==> config.mk <==
export PLATFORM = sky130hd
export DESIGN_NAME = riscv_retire_reporter
export DESIGN_NICKNAME = d
export VERILOG_FILES = /design/src/rtl/riscv_pkg.sv /design/src/rtl/retire_trace_fifo.sv /design/src/rtl/riscv_retire_reporter.sv
export SDC_FILE = /design/constraint.sdc
export NUM_CORES = 1
export LEC_CHECK = 0
export ABC_AREA = 1
export BUFFER_PORTS_ARGS = -buffer_cell sky130_fd_sc_hd__buf_2
export CAP_MARGIN = 20
export CORE_UTILIZATION = 44
export CTS_CLUSTER_SIZE = 20
export DETAILED_ROUTE_END_ITERATION = 10
export PLACE_DENSITY_LB_ADDON = 0.15
export SLEW_MARGIN = 20
export SYNTH_ARGS = -nofsm -noshare
export SYNTH_HDL_FRONTEND = slang
export SYNTH_SLANG_ARGS = --single-unit
==> constraint.sdc <==
create_clock -name CLK -period 4.6 [get_ports CLK]
set_input_delay 1.38 -clock CLK [delete_from_list [all_inputs] [get_ports CLK]]
set_output_delay 1.38 -clock CLK [all_outputs]
set_load 0.005 [all_outputs]
==> src/rtl/riscv_pkg.sv <==
// Shared definitions for the RISCV core retire/write-back path.
package riscv_pkg;

  // Write-back kind encodings carried alongside each retiring instruction.
  typedef enum logic [1:0] {
    KIND_RW    = 2'd0,
    KIND_BR    = 2'd1,
    KIND_ST    = 2'd2,
    KIND_OTHER = 2'd3
  } wb_kind_e;

  // Halt pair: addi x1,x0,12 followed by jalr x0,0(x1).
  localparam logic [31:0] HALT_INST0_DEF = 32'h00c00093;
  localparam logic [31:0] HALT_INST1_DEF = 32'h00008067;

  // Trace record = {pc[11:0], observed result[31:0]}.
  localparam int unsigned TRACE_W = 44;

  // Halt-pair detector states.
  typedef enum logic {
    HALT_IDLE = 1'b0,
    HALT_SAW0 = 1'b1
  } halt_state_e;

endpackage

==> src/rtl/retire_trace_fifo.sv <==
// Synchronous FIFO for retired-instruction trace records.
// Pointers carry an extra wrap bit so full and empty are distinguishable.
module retire_trace_fifo #(
  parameter int unsigned DEPTH = 4,
  parameter int unsigned WIDTH = 44
) (
  input  logic             clk,
  input  logic             rst,
  input  logic             i_push,
  input  logic [WIDTH-1:0] i_data,
  input  logic             i_pop,
  output logic [WIDTH-1:0] o_data,
  output logic             o_full,
  output logic             o_empty
);

  localparam int unsigned AW = $clog2(DEPTH);

  logic [AW:0]      r_wr_ptr;
  logic [AW:0]      r_rd_ptr;
  logic [WIDTH-1:0] r_mem [DEPTH];
  logic             w_do_push;
  logic             w_do_pop;

  assign o_empty = (r_wr_ptr == r_rd_ptr);
  assign o_full  = (r_wr_ptr[AW] != r_rd_ptr[AW]) &&
                   (r_wr_ptr[AW-1:0] == r_rd_ptr[AW-1:0]);

  // A push into a full FIFO still succeeds when the head leaves the same cycle.
  assign w_do_pop  = i_pop && !o_empty;
  assign w_do_push = i_push && (!o_full || w_do_pop);

  // Head is presented directly from storage; forced to zero when empty.
  assign o_data = o_empty ? '0 : r_mem[r_rd_ptr[AW-1:0]];

  // Pointer update; reset empties the FIFO so no stale record is visible.
  always_ff @(posedge clk or posedge rst) begin
    if (rst) begin
      r_wr_ptr <= '0;
      r_rd_ptr <= '0;
    end else begin
      if (w_do_push) r_wr_ptr <= r_wr_ptr + 1'b1;
      if (w_do_pop)  r_rd_ptr <= r_rd_ptr + 1'b1;
    end
  end

  // Record storage write.
  always_ff @(posedge clk) begin
    if (w_do_push) r_mem[r_wr_ptr[AW-1:0]] <= i_data;
  end

endmodule

==> src/rtl/riscv_retire_reporter.sv <==
// Retire reporter: instruction counter, observed-result port, sticky halt
// detection and a trace FIFO with drop accounting for a debug reader.
module riscv_retire_reporter
  import riscv_pkg::*;
#(
  parameter int unsigned  TRACE_DEPTH = 4,
  parameter logic [31:0]  HALT_INST0  = HALT_INST0_DEF,
  parameter logic [31:0]  HALT_INST1  = HALT_INST1_DEF
) (
  input  logic               CLK,
  input  logic               RST,
  input  logic               WB_VALID,
  input  logic [31:0]        WB_INST,
  input  logic [11:0]        WB_PC,
  input  logic [1:0]         WB_KIND,
  input  logic [31:0]        WB_RD_DATA,
  input  logic               WB_BR_TAKEN,
  input  logic [11:0]        WB_ST_ADDR,
  output logic [31:0]        NUM_INST,
  output logic [31:0]        OUTPUT_PORT,
  output logic               HALT,
  output logic               TR_VALID,
  input  logic               TR_READY,
  output logic [TRACE_W-1:0] TR_DATA,
  output logic [7:0]         TR_DROPS
);

  logic [31:0]        r_num_inst;
  logic [31:0]        r_out;
  logic               r_halt;
  logic [7:0]         r_drops;
  halt_state_e        r_hstate;
  halt_state_e        w_hstate_nxt;
  logic               w_halt_set;
  logic               w_accept;
  logic [31:0]        w_new_out;
  logic               w_push;
  logic               w_pop;
  logic               w_full;
  logic               w_empty;
  logic               w_drop;
  logic [TRACE_W-1:0] w_rec;

  assign w_accept = WB_VALID && !r_halt;

  // Result observed for this retire, chosen by write-back kind.
  always_comb begin
    w_new_out = r_out;
    case (wb_kind_e'(WB_KIND))
      KIND_RW: w_new_out = WB_RD_DATA;
      KIND_BR: w_new_out = {31'b0, WB_BR_TAKEN};
      KIND_ST: w_new_out = {20'b0, WB_ST_ADDR};
      default: w_new_out = r_out;
    endcase
  end

  // Counter, result port and sticky halt flag.
  always_ff @(posedge CLK or posedge RST) begin
    if (RST) begin
      r_num_inst <= '0;
      r_out      <= '0;
      r_halt     <= 1'b0;
    end else if (w_accept) begin
      r_num_inst <= r_num_inst + 32'd1;
      r_out      <= w_new_out;
      if (w_halt_set) r_halt <= 1'b1;
    end
  end

  // Halt-pair detector state register.
  always_ff @(posedge CLK or posedge RST) begin
    if (RST) r_hstate <= HALT_IDLE;
    else     r_hstate <= w_hstate_nxt;
  end

  // Halt-pair next state; only accepted retires advance it, so bubbles keep the pair.
  always_comb begin
    w_hstate_nxt = r_hstate;
    w_halt_set   = 1'b0;
    if (w_accept) begin
      case (r_hstate)
        HALT_IDLE: begin
          if (WB_INST == HALT_INST0) w_hstate_nxt = HALT_SAW0;
        end
        HALT_SAW0: begin
          if (WB_INST == HALT_INST1) begin
            w_halt_set   = 1'b1;
            w_hstate_nxt = HALT_IDLE;
          end else if (WB_INST == HALT_INST0) begin
            w_hstate_nxt = HALT_SAW0;
          end else begin
            w_hstate_nxt = HALT_IDLE;
          end
        end
        default: w_hstate_nxt = HALT_IDLE;
      endcase
    end
  end

  assign w_push = w_accept && (wb_kind_e'(WB_KIND) != KIND_OTHER);
  assign w_pop  = TR_VALID && TR_READY;
  assign w_drop = w_push && w_full && !w_pop;
  assign w_rec  = {WB_PC, w_new_out};

  retire_trace_fifo #(
    .DEPTH (TRACE_DEPTH),
    .WIDTH (TRACE_W)
  ) u_fifo (
    .clk     (CLK),
    .rst     (RST),
    .i_push  (w_push),
    .i_data  (w_rec),
    .i_pop   (w_pop),
    .o_data  (TR_DATA),
    .o_full  (w_full),
    .o_empty (w_empty)
  );

  // Saturating count of records lost to a full FIFO.
  always_ff @(posedge CLK or posedge RST) begin
    if (RST) begin
      r_drops <= '0;
    end else if (w_drop && (r_drops != 8'hff)) begin
      r_drops <= r_drops + 8'd1;
    end
  end

  assign NUM_INST    = r_num_inst;
  assign OUTPUT_PORT = r_out;
  assign HALT        = r_halt;
  assign TR_VALID    = !w_empty;
  assign TR_DROPS    = r_drops;

endmodule

== Yosys cells after proc, flatten, opt, wreduce, memory -nomap -nowiden ==
Memories as Yosys holds them, arrays and structs flattened.
Cells that the tools add are included.

* $add $sub $neg: 4
* Equality and inequality tests: 9
* Mux-type cells: 10
* Reduce and logical (&&, ||, !) cells: 16
* Bitwise operators: 1

{| class="wikitable"
|+ Operators by type and width
! kind !! count
|-
| 32-bit case mux with 3 select lines || 1
|-
| 44-bit 2-to-1 mux || 1
|-
| 32-bit by 1-bit adder with 32-bit output (second input constant) || 1
|-
| 32-bit by 16-bit equality test with 1-bit output (second input constant) || 1
|-
| 32-bit by 24-bit equality test with 1-bit output (second input constant) || 1
|-
| 1-bit logical AND || 9
|-
| 8-bit by 1-bit adder with 8-bit output (second input constant) || 1
|-
| 8-bit != test (second input constant) || 1
|-
| 1-bit 2-to-1 mux || 7
|-
| 3-bit by 1-bit adder with 3-bit output (second input constant) || 2
|-
| 1-bit zero test || 4
|-
| 3-bit equality test || 1
|-
| 2-bit by 1-bit equality test with 1-bit output (second input constant) || 1
|-
| 2-bit equality test || 1
|-
| 2-bit equality test (second input constant) || 1
|-
| 2-bit zero test || 1
|-
| 2-bit != test (second input constant) || 1
|-
| 1-bit case mux with 2 select lines || 1
|-
| 2-bit AND reduction || 1
|-
| 1-bit logical OR || 1
|-
| 1-bit != test || 1
|-
| 1-bit inverter || 1
|}

* Word-level logic and storage cells: 48
* Memories: 1
* Register bits: 80
* RAM bits: 176
* Output and inout bits: 118

{| class="wikitable"
|+ Memories
! name !! depth !! width !! rd ports !! clocked after Yosys merged registers in !! wr ports !! line !! text
|-
| u_fifo.r_mem || 4 || 44 || 1 || 0 || 1 || retire_trace_fifo.sv:21 || <nowiki>logic [WIDTH-1:0] r_mem [DEPTH];</nowiki>
|}

== Logic depth before layout (Yosys ltp) ==
Gate-level depths: netlist (run 1).

* Word-level depth: 8
* Gate-level depth with buffers: 9
* Depth with buffers taken out: 8

== By module ==
A second synthesis (run 1) with hierarchy kept.

* Cells, all modules: 1159
* Area, all modules: 11498.5 µm²

{| class="wikitable"
|+ By module, submodules not included
! module !! seq. area each (µm²) !! cells an instance !! times used !! area an instance (µm²)
|-
| retire_trace_fifo || 5435.2 || 623 || 1 || 7409.6
|-
| riscv_retire_reporter || 1851.8 || 536 || 1 || 4088.9
|}

== Worst setup path after synthesis (run 1) ==
OpenSTA, ideal clock, no wires.

* Kind: input-to-reg
* Start point: in WB_KIND[0]
* End point: mem u_fifo.r_mem[0][0] (enable)
* Arrival time: 3693 ps
* Path slack: 461 ps
* Cell stages on the path: 5
* Setup time: 445 ps
* Cells stage by stage: nand2_1 inv_1 nor2_4 o21ai_4 nor2_1

* Cells in the longest elaborated chain, start to end: 5

{| class="wikitable"
|+ Ends and longest elaborated chain
! item !! line !! text
|-
| start, declared || riscv_retire_reporter.sv:15 || <nowiki>input logic [1:0] WB_KIND,</nowiki>
|-
| 2-bit != test || riscv_retire_reporter.sv:100 || <nowiki>assign w_push = w_accept && (wb_kind_e'(WB_KIND) != KIND_OTHER);</nowiki>
|-
| 1-bit logical AND || riscv_retire_reporter.sv:100 ||
|-
| 1-bit logical AND || retire_trace_fifo.sv:31 || <nowiki>assign w_do_push = i_push && (!o_full || w_do_pop);</nowiki>
|-
| 1-bit 2-to-1 mux || retire_trace_fifo.sv:49 || <nowiki>if (w_do_push) r_mem[r_wr_ptr[AW-1:0]] <= i_data;</nowiki>
|-
| 1-bit 2-to-1 mux (implied by the code) || retire_trace_fifo.sv:49 ||
|-
| end, declared || retire_trace_fifo.sv:21 ||
|}

No other way between the ends.

== Worst setup path in the final report (run 1) ==
* Start point: reg u_fifo.r_rd_ptr[1]
* End point: out TR_DATA[15]

* Cells in the longest elaborated chain, start to end: 2

{| class="wikitable"
|+ Ends and longest elaborated chain
! item !! line !! text
|-
| start, declared || retire_trace_fifo.sv:20 || <nowiki>logic [AW:0] r_rd_ptr;</nowiki>
|-
| start signal, assigned || retire_trace_fifo.sv:43 || <nowiki>if (w_do_pop) r_rd_ptr <= r_rd_ptr + 1'b1;</nowiki>
|-
| memory read 4 x 44 bit or 3-bit equality test (tied branches) || - ||
|-
| 44-bit 2-to-1 mux (*) || retire_trace_fifo.sv:34 || <nowiki>assign o_data = o_empty ? '0 : r_mem[r_rd_ptr[AW-1:0]];</nowiki>
|-
| end, declared || riscv_retire_reporter.sv:24 || <nowiki>output logic [TRACE_W-1:0] TR_DATA,</nowiki>
|}

Every way passes the cells marked *; elsewhere a longest branch is shown, timed or not.

==> results of run 1 <==
registers in the layout, indices dropped and copies added (netlist names):
signal and count:
u_fifo.r_rd_ptr 3, HALT 1, r_hstate 1, TR_DROPS 8, u_fifo.r_mem 176, OUTPUT_PORT 32, NUM_INST 32, u_fifo.r_wr_ptr 3
worst reg2reg max path, delay by kind of cell (launching register included):
family / cells / cell delay (ps)
compound gates: 1 / 140
buf+inv: 1 / 400
flops: 1 / 610
simple gates: 3 / 1130
cell families after synthesis:
group,count (synthesis),synth area share (%)
and+or+nand+nor,455,17.58
xor gates and xnor gates,21,1.608
adders and majority gates,7,0.7657
buffers and inverters,176,6.465
AOI/OAI and AO/OA,202,9.877
DFF,256,63.71
routing by layer:
metal / up-vias / share of wire [%] / GRT usage (%)
met2: 297 / 47 / 34.17
met1: 4112 / 46 / 29.99
met4: 2 / 1.1 / 4.121
li1: 4197 / - / -
met5: - / 0.036 / 0
met3: 27 / 6.2 / 3.276
final cells by class:
class | instances | area, um2
Fill cell | 2282 | 11590
Clock inverter | 13 | 172.7
Timing Repair Buffer | 225 | 1184
Tap cell | 330 | 412.9
Multi-Input combinational cell | 685 | 3442
Clock buffer | 37 | 763.2
Inverter | 126 | 478.0
Sequential cell | 256 | 7288
cells in the final DEF (no fill, tap or decap), drive strengths merged:
cell      n
and2      3
buf     225
bufinv    4
clkbuf   37
clkinv    8
dfrtp    80
edfxtp  176
ha        7
inv     127
nand2   233
nand3    24
nand3b    8
nand4    28
nor2    147
nor2b     1
nor3      7
nor3b     1
o211ai   11
o21ai   127
o22ai    64
or2       3
xnor2     8
xor2     13
metrics by stage:
stage | cell area [um2] | setup slack [ps] | util (%) | power, mW | hold slack (ps)
4_1_cts | 13740 | 666.1 | 54.25 | 6.573 | 498.8
2_1_floorplan | 11440 | 461.4 | - | 3.653 | 452.9
3_3_place_gp | 12800 | 1149 | 50.55 | 4.290 | 482.5
5_1_grt | 13740 | 425.9 | 54.25 | 6.878 | 541.3
6_report | 13740 | 705.4 | 54.25 | 6.501 | 499.2
3_5_place_dp | 12800 | 1093 | 50.55 | 4.304 | 484.6
worst paths after layout:
check | cells after the start | endpoint | slack, ps
max | 7 | TR_DATA[15] | 710
min | 2 | r_hstate | 500
max reg2reg | 5 | u_fifo.r_mem[2][33] | 2010
min reg2reg | 2 | r_hstate | 500
max in group asynchronous | 3 | OUTPUT_PORT[7] | 3010
min in group asynchronous | 2 | NUM_INST[22] | 970
where the power goes:
part | total (mW) | internal, mW | leakage [nW] | switching [mW]
Clock | 2.27 | 1.39 | 0.467 | 0.883
Sequential | 2.53 | 2.50 | 2.49 | 0.0325
Combinational | 1.70 | 0.613 | 2.99 | 1.09
Total | 6.50 | 4.50 | 5.95 | 2.00
==> out/qor.yml, run 1 <==
antenna_found_initial: 1
coreArea_um2: 25330
rows: 58
postSynthCellCount: 1117
initial_utilization_pct: 45.16
synthDistinctLibCells: 39
worstMarginPinSlew_ps: 964.3
cts_buffers: 27
min_from: "r_hstate"
outcome: "finished clean"
max_stage_delay_ps: 610
die_x_um: 163.2
num_antenna_cells: 0
r2r_start: "u_fifo.r_rd_ptr[1]"
crit_path_top_delay_cell: "dfrtp_1"
cp.required_ps: 3220
finalClockSkew_ps: 13.47
cts_tree: "done"
p_per_area_nw_per_um2: 473.1
via_count: 8635
clk_latency_ps: 530
path_cells: "inv_1 > nand2_1 > nand4_2 > buf_12 > nand2_1 > inv_1 > buf_2"
io_pins: 213
path_class: "flip-flop to output port"
clk_pin_slew_ps: 60
cap_violations: 0
drive_gt1_share_pct: 23.10
synthArstFlopShare_pct: 31.25
dp_hpwl_um: 17820
dp_cells: 1622
cp_top_family: "simple AND/OR/NAND/NOR gates"
crit_buf_inv: 4
cp-startpoint: "u_fifo.r_rd_ptr[1]"
finalSetupTns_ps: 0
synth.most_common_cell: "nand2_1"
drtIter0Drc: 546
grt_usage_pct: 21.06
worstSetupStartpointType: "flip-flop"
ant_nets: 0
grt_overflow_total: 0
grt_max_degree: 91
synth_fp_nets: 1219
synthFlopType: "edfxtp_1"
gp_congestion: 0.8459
postCtsHoldBufs: 0
syn_avg_cell_area_um2: 10.24
slew_viol_final: 0
ys_top_cells_by_count: "nand2_1 (227), edfxtp_1 (176), nor2_1 (134)"
wl_per_cell_um: 16.74
grt_pass1_vias: 8258
cts_max_level: 1
drcViolationCount: 0
fin_nets: 1423
finalCriticalPeriod_ps: 3895
grt_pass1_wl_um: 44070
postCtsSetupBuffers: 0
cts_resized: 0
yosysWarnings: 0
grt_setup_unrepaired: "no"
p_leak_nw: 5.949
max-slew-margin-rel_pct: 35.56
cts_sinks: 256
die-area_um2: 26650
dieHeight_um: 163.2
ys_seq_area_share_pct: 63.71
ys_ff_latch: 256
finalNonFillerCells: 1672
hold_viol_final: 0
cts_root_buf: "clkbuf_16"
yosysTopAreaCellShare_pct: 46.20
max_freq_mhz: 256.8
drtPass1Iterations: 5
synth_top_cell_by_area: "edfxtp_1"
synth.area.top_cells: "edfxtp_1 (46%), dfrtp_1 (18%), nand2_1 (7.4%)"
end_kind: "output port"
area_growth_pct: 20.13
setup_violations: 0
peakVddDrop_mv: 0.2480
wl_um: 27990
cts_buffer_depth: 3
critPathMaxFanout: 32
port_buffers: 212
arrival_ps: 2510
synth_edf_count: 176
syn_area_um2: 11440
via_per_inst: 5.164
timing.final.crit_share_pct: 84.66
holdCritPathClass: "flip-flop to flip-flop"
No activity file was read; power rests on OpenSTA's default activity.
==> inputs of run 2 (changes only) <==
==> constraint.sdc (replaced) <==
create_clock -name CLK -period 3.6 [get_ports CLK]
set_input_delay 1.08 -clock CLK [delete_from_list [all_inputs] [get_ports CLK]]
set_output_delay 1.08 -clock CLK [all_outputs]
set_load 0.005 [all_outputs]
==> run 2 against run 1 <==
Against the previous run:
- sequential power up 28%
- critical path depth up 1
- combinational power is 31% higher
- cell area increased by 0.13%
- setup slack worse by 400 ps
- sequential share of layout area decreased by 0.067 points
- utilization grew 0.069 points
==> out/qor.yml, run 2 (synthesized netlist as in run 1, its figures left out) <==
cts_buffer_depth: 3  # unchanged
cts_resized: 0  # unchanged
path_cells: "buf_4 > nand2_1 > nand2_2 > nand4_2 > buf_12 > nand2_1 > inv_1 > buf_2"
worstSetupStartpointType: "flip-flop"
cts_root_buf: "clkbuf_16"
max_freq_mhz: 303.4
clk_latency_ps: 520  # about the same
die-area_um2: 26650  # unchanged
total_power_mw: 8.220  # +26%
crit_path_top_delay_cell: "dfrtp_2"
p_leak_nw: 5.940  # -0.15%
grt_usage_pct: 20.47  # -0.59 points
initial_utilization_pct: 45.16  # unchanged
io_pins: 213  # unchanged
grt_pass1_vias: 8273  # +0.18%
arrival_ps: 2220  # -290 ps
via_count: 8494  # -1.6%
grt_overflow_total: 0  # unchanged
die_x_um: 163.2  # unchanged
num_antenna_cells: 0  # unchanged
coreArea_um2: 25330  # unchanged
max-slew-margin-rel_pct: 32.99  # -2.6 points
outcome: "finished clean"
drtPass1Iterations: 5  # unchanged
rows: 58  # unchanged
port_buffers: 212  # unchanged
grt_setup_unrepaired: "no"
critPathMaxFanout: 41  # +28%
cp_top_family: "buffers and inverters"
postCtsHoldBufs: 0  # unchanged
postCtsSetupBuffers: 0  # unchanged
wl_um: 27030  # -3.4%
hold_viol_final: 0  # unchanged
fill_cells: 2236  # -2.0%
p_per_area_nw_per_um2: 597.5  # +26%
finalClockSkew_ps: 8.305  # -5.162 ps
via_per_inst: 5.065  # -1.9%
drcViolationCount: 0  # unchanged
path_class: "flip-flop to output port"
slew_viol_final: 0  # unchanged
dp_hpwl_um: 17960  # +0.78%
cts_buffers: 27  # unchanged
area_growth_pct: 20.28
drive_gt1_share_pct: 23.31  # +0.21 points
finalCriticalPeriod_ps: 3296
fin_nets: 1428  # +0.35%
holdCritPathClass: "flip-flop to flip-flop"
finalSetupTns_ps: 0  # unchanged
cts_max_level: 1  # unchanged
final_cell_mix: "nand2_1 (227), buf_2 (212), edfxtp_1 (176)"
drtIter0Drc: 475  # -13%
end_kind: "output port"
max_stage_delay_ps: 400  # -210 ps
cts_sinks: 256  # unchanged
clk_pin_slew_ps: 60  # about the same
cap_violations: 0  # unchanged
crit_top_cell: "nand2_1"
layout_commonest_cell: "nand2_1"
cp.required_ps: 2520  # -700 ps
peakVddDrop_mv: 0.3185  # +28%
dp_cells: 1627  # +0.31%
ant_nets: 0  # unchanged
crit_buf_inv: 4  # unchanged
cts_tree: "done"
wl_per_cell_um: 16.12  # -3.7%
largest_register_ff_count: 176  # unchanged
antenna_found_initial: 0  # -1
gp_congestion: 0.8228  # -2.7%
grt_pass1_wl_um: 42900  # -2.6%
setup_violations: 0  # unchanged
dieHeight_um: 163.2  # unchanged
grt_max_degree: 49  # -46%
finalNonFillerCells: 1677  # +0.30%
worstMarginPinSlew_ps: 1003  # +38.46 ps
hold_ws_ps: 504.8  # +5.555 ps
timing.final.crit_share_pct: 91.57
run 2: cell type report:
class / instances / area [um2] / share of cell area [%]
sequential: 256 / 7288 / 52.97
multi-input combinational: 685 / 3442 / 25.02
timing repair buffer: 230 / 1234 / 8.967
clock buffer: 35 / 735.7 / 5.347
inverter: 126 / 476.7 / 3.465
tap: 330 / 412.9 / 3.001
clock inverter: 15 / 168.9 / 1.228
run 2: metrics by stage:
stage          util, %  instance area [um2]  setup WS [ps]
6_report         54.32                13760          303.5
5_1_grt          54.32                13760          83.55
4_1_cts          54.32                13760          222.9
3_5_place_dp     50.75                12850          380.6
3_3_place_gp     50.75                12850          369.3
2_1_floorplan        -                11440         -238.6
run 2: final timing paths:
kind / from / endpoint / slack [ps] / cells past startpoint
max: u_fifo.r_rd_ptr[0] / TR_DATA[10] / 300 / 8
max in group asynchronous: RST / u_fifo.r_rd_ptr[0] / 2260 / 3
min in group asynchronous: RST / NUM_INST[13] / 640 / 2
min reg2reg: NUM_INST[31] / NUM_INST[31] / 500 / 2
max reg2reg: u_fifo.r_rd_ptr[1] / u_fifo.r_mem[0][2] / 960 / 7
min: NUM_INST[31] / NUM_INST[31] / 500 / 2
run 2: worst min-delay path: stages, from the launching register on:
cell and delay, ps:
dfrtp_1 370, nand2_1 60, nand2_1 50
run 2: power by group:
part	switching, mW	leakage, nW	internal (mW)
sequential	0.0311	2.49	3.19
clock	1.11	0.429	1.66
combinational	1.40	3.02	0.824
total	2.54	5.94	5.68
run 2: layer usage:
layer	vias up	part of all wire, %	GRT usage (%)
met5	-	0	0
met4	0	1.3	4.036
met3	24	6.0	3.758
met2	250	48	35.21
met1	4020	45	27.01
li1	4200	-	-
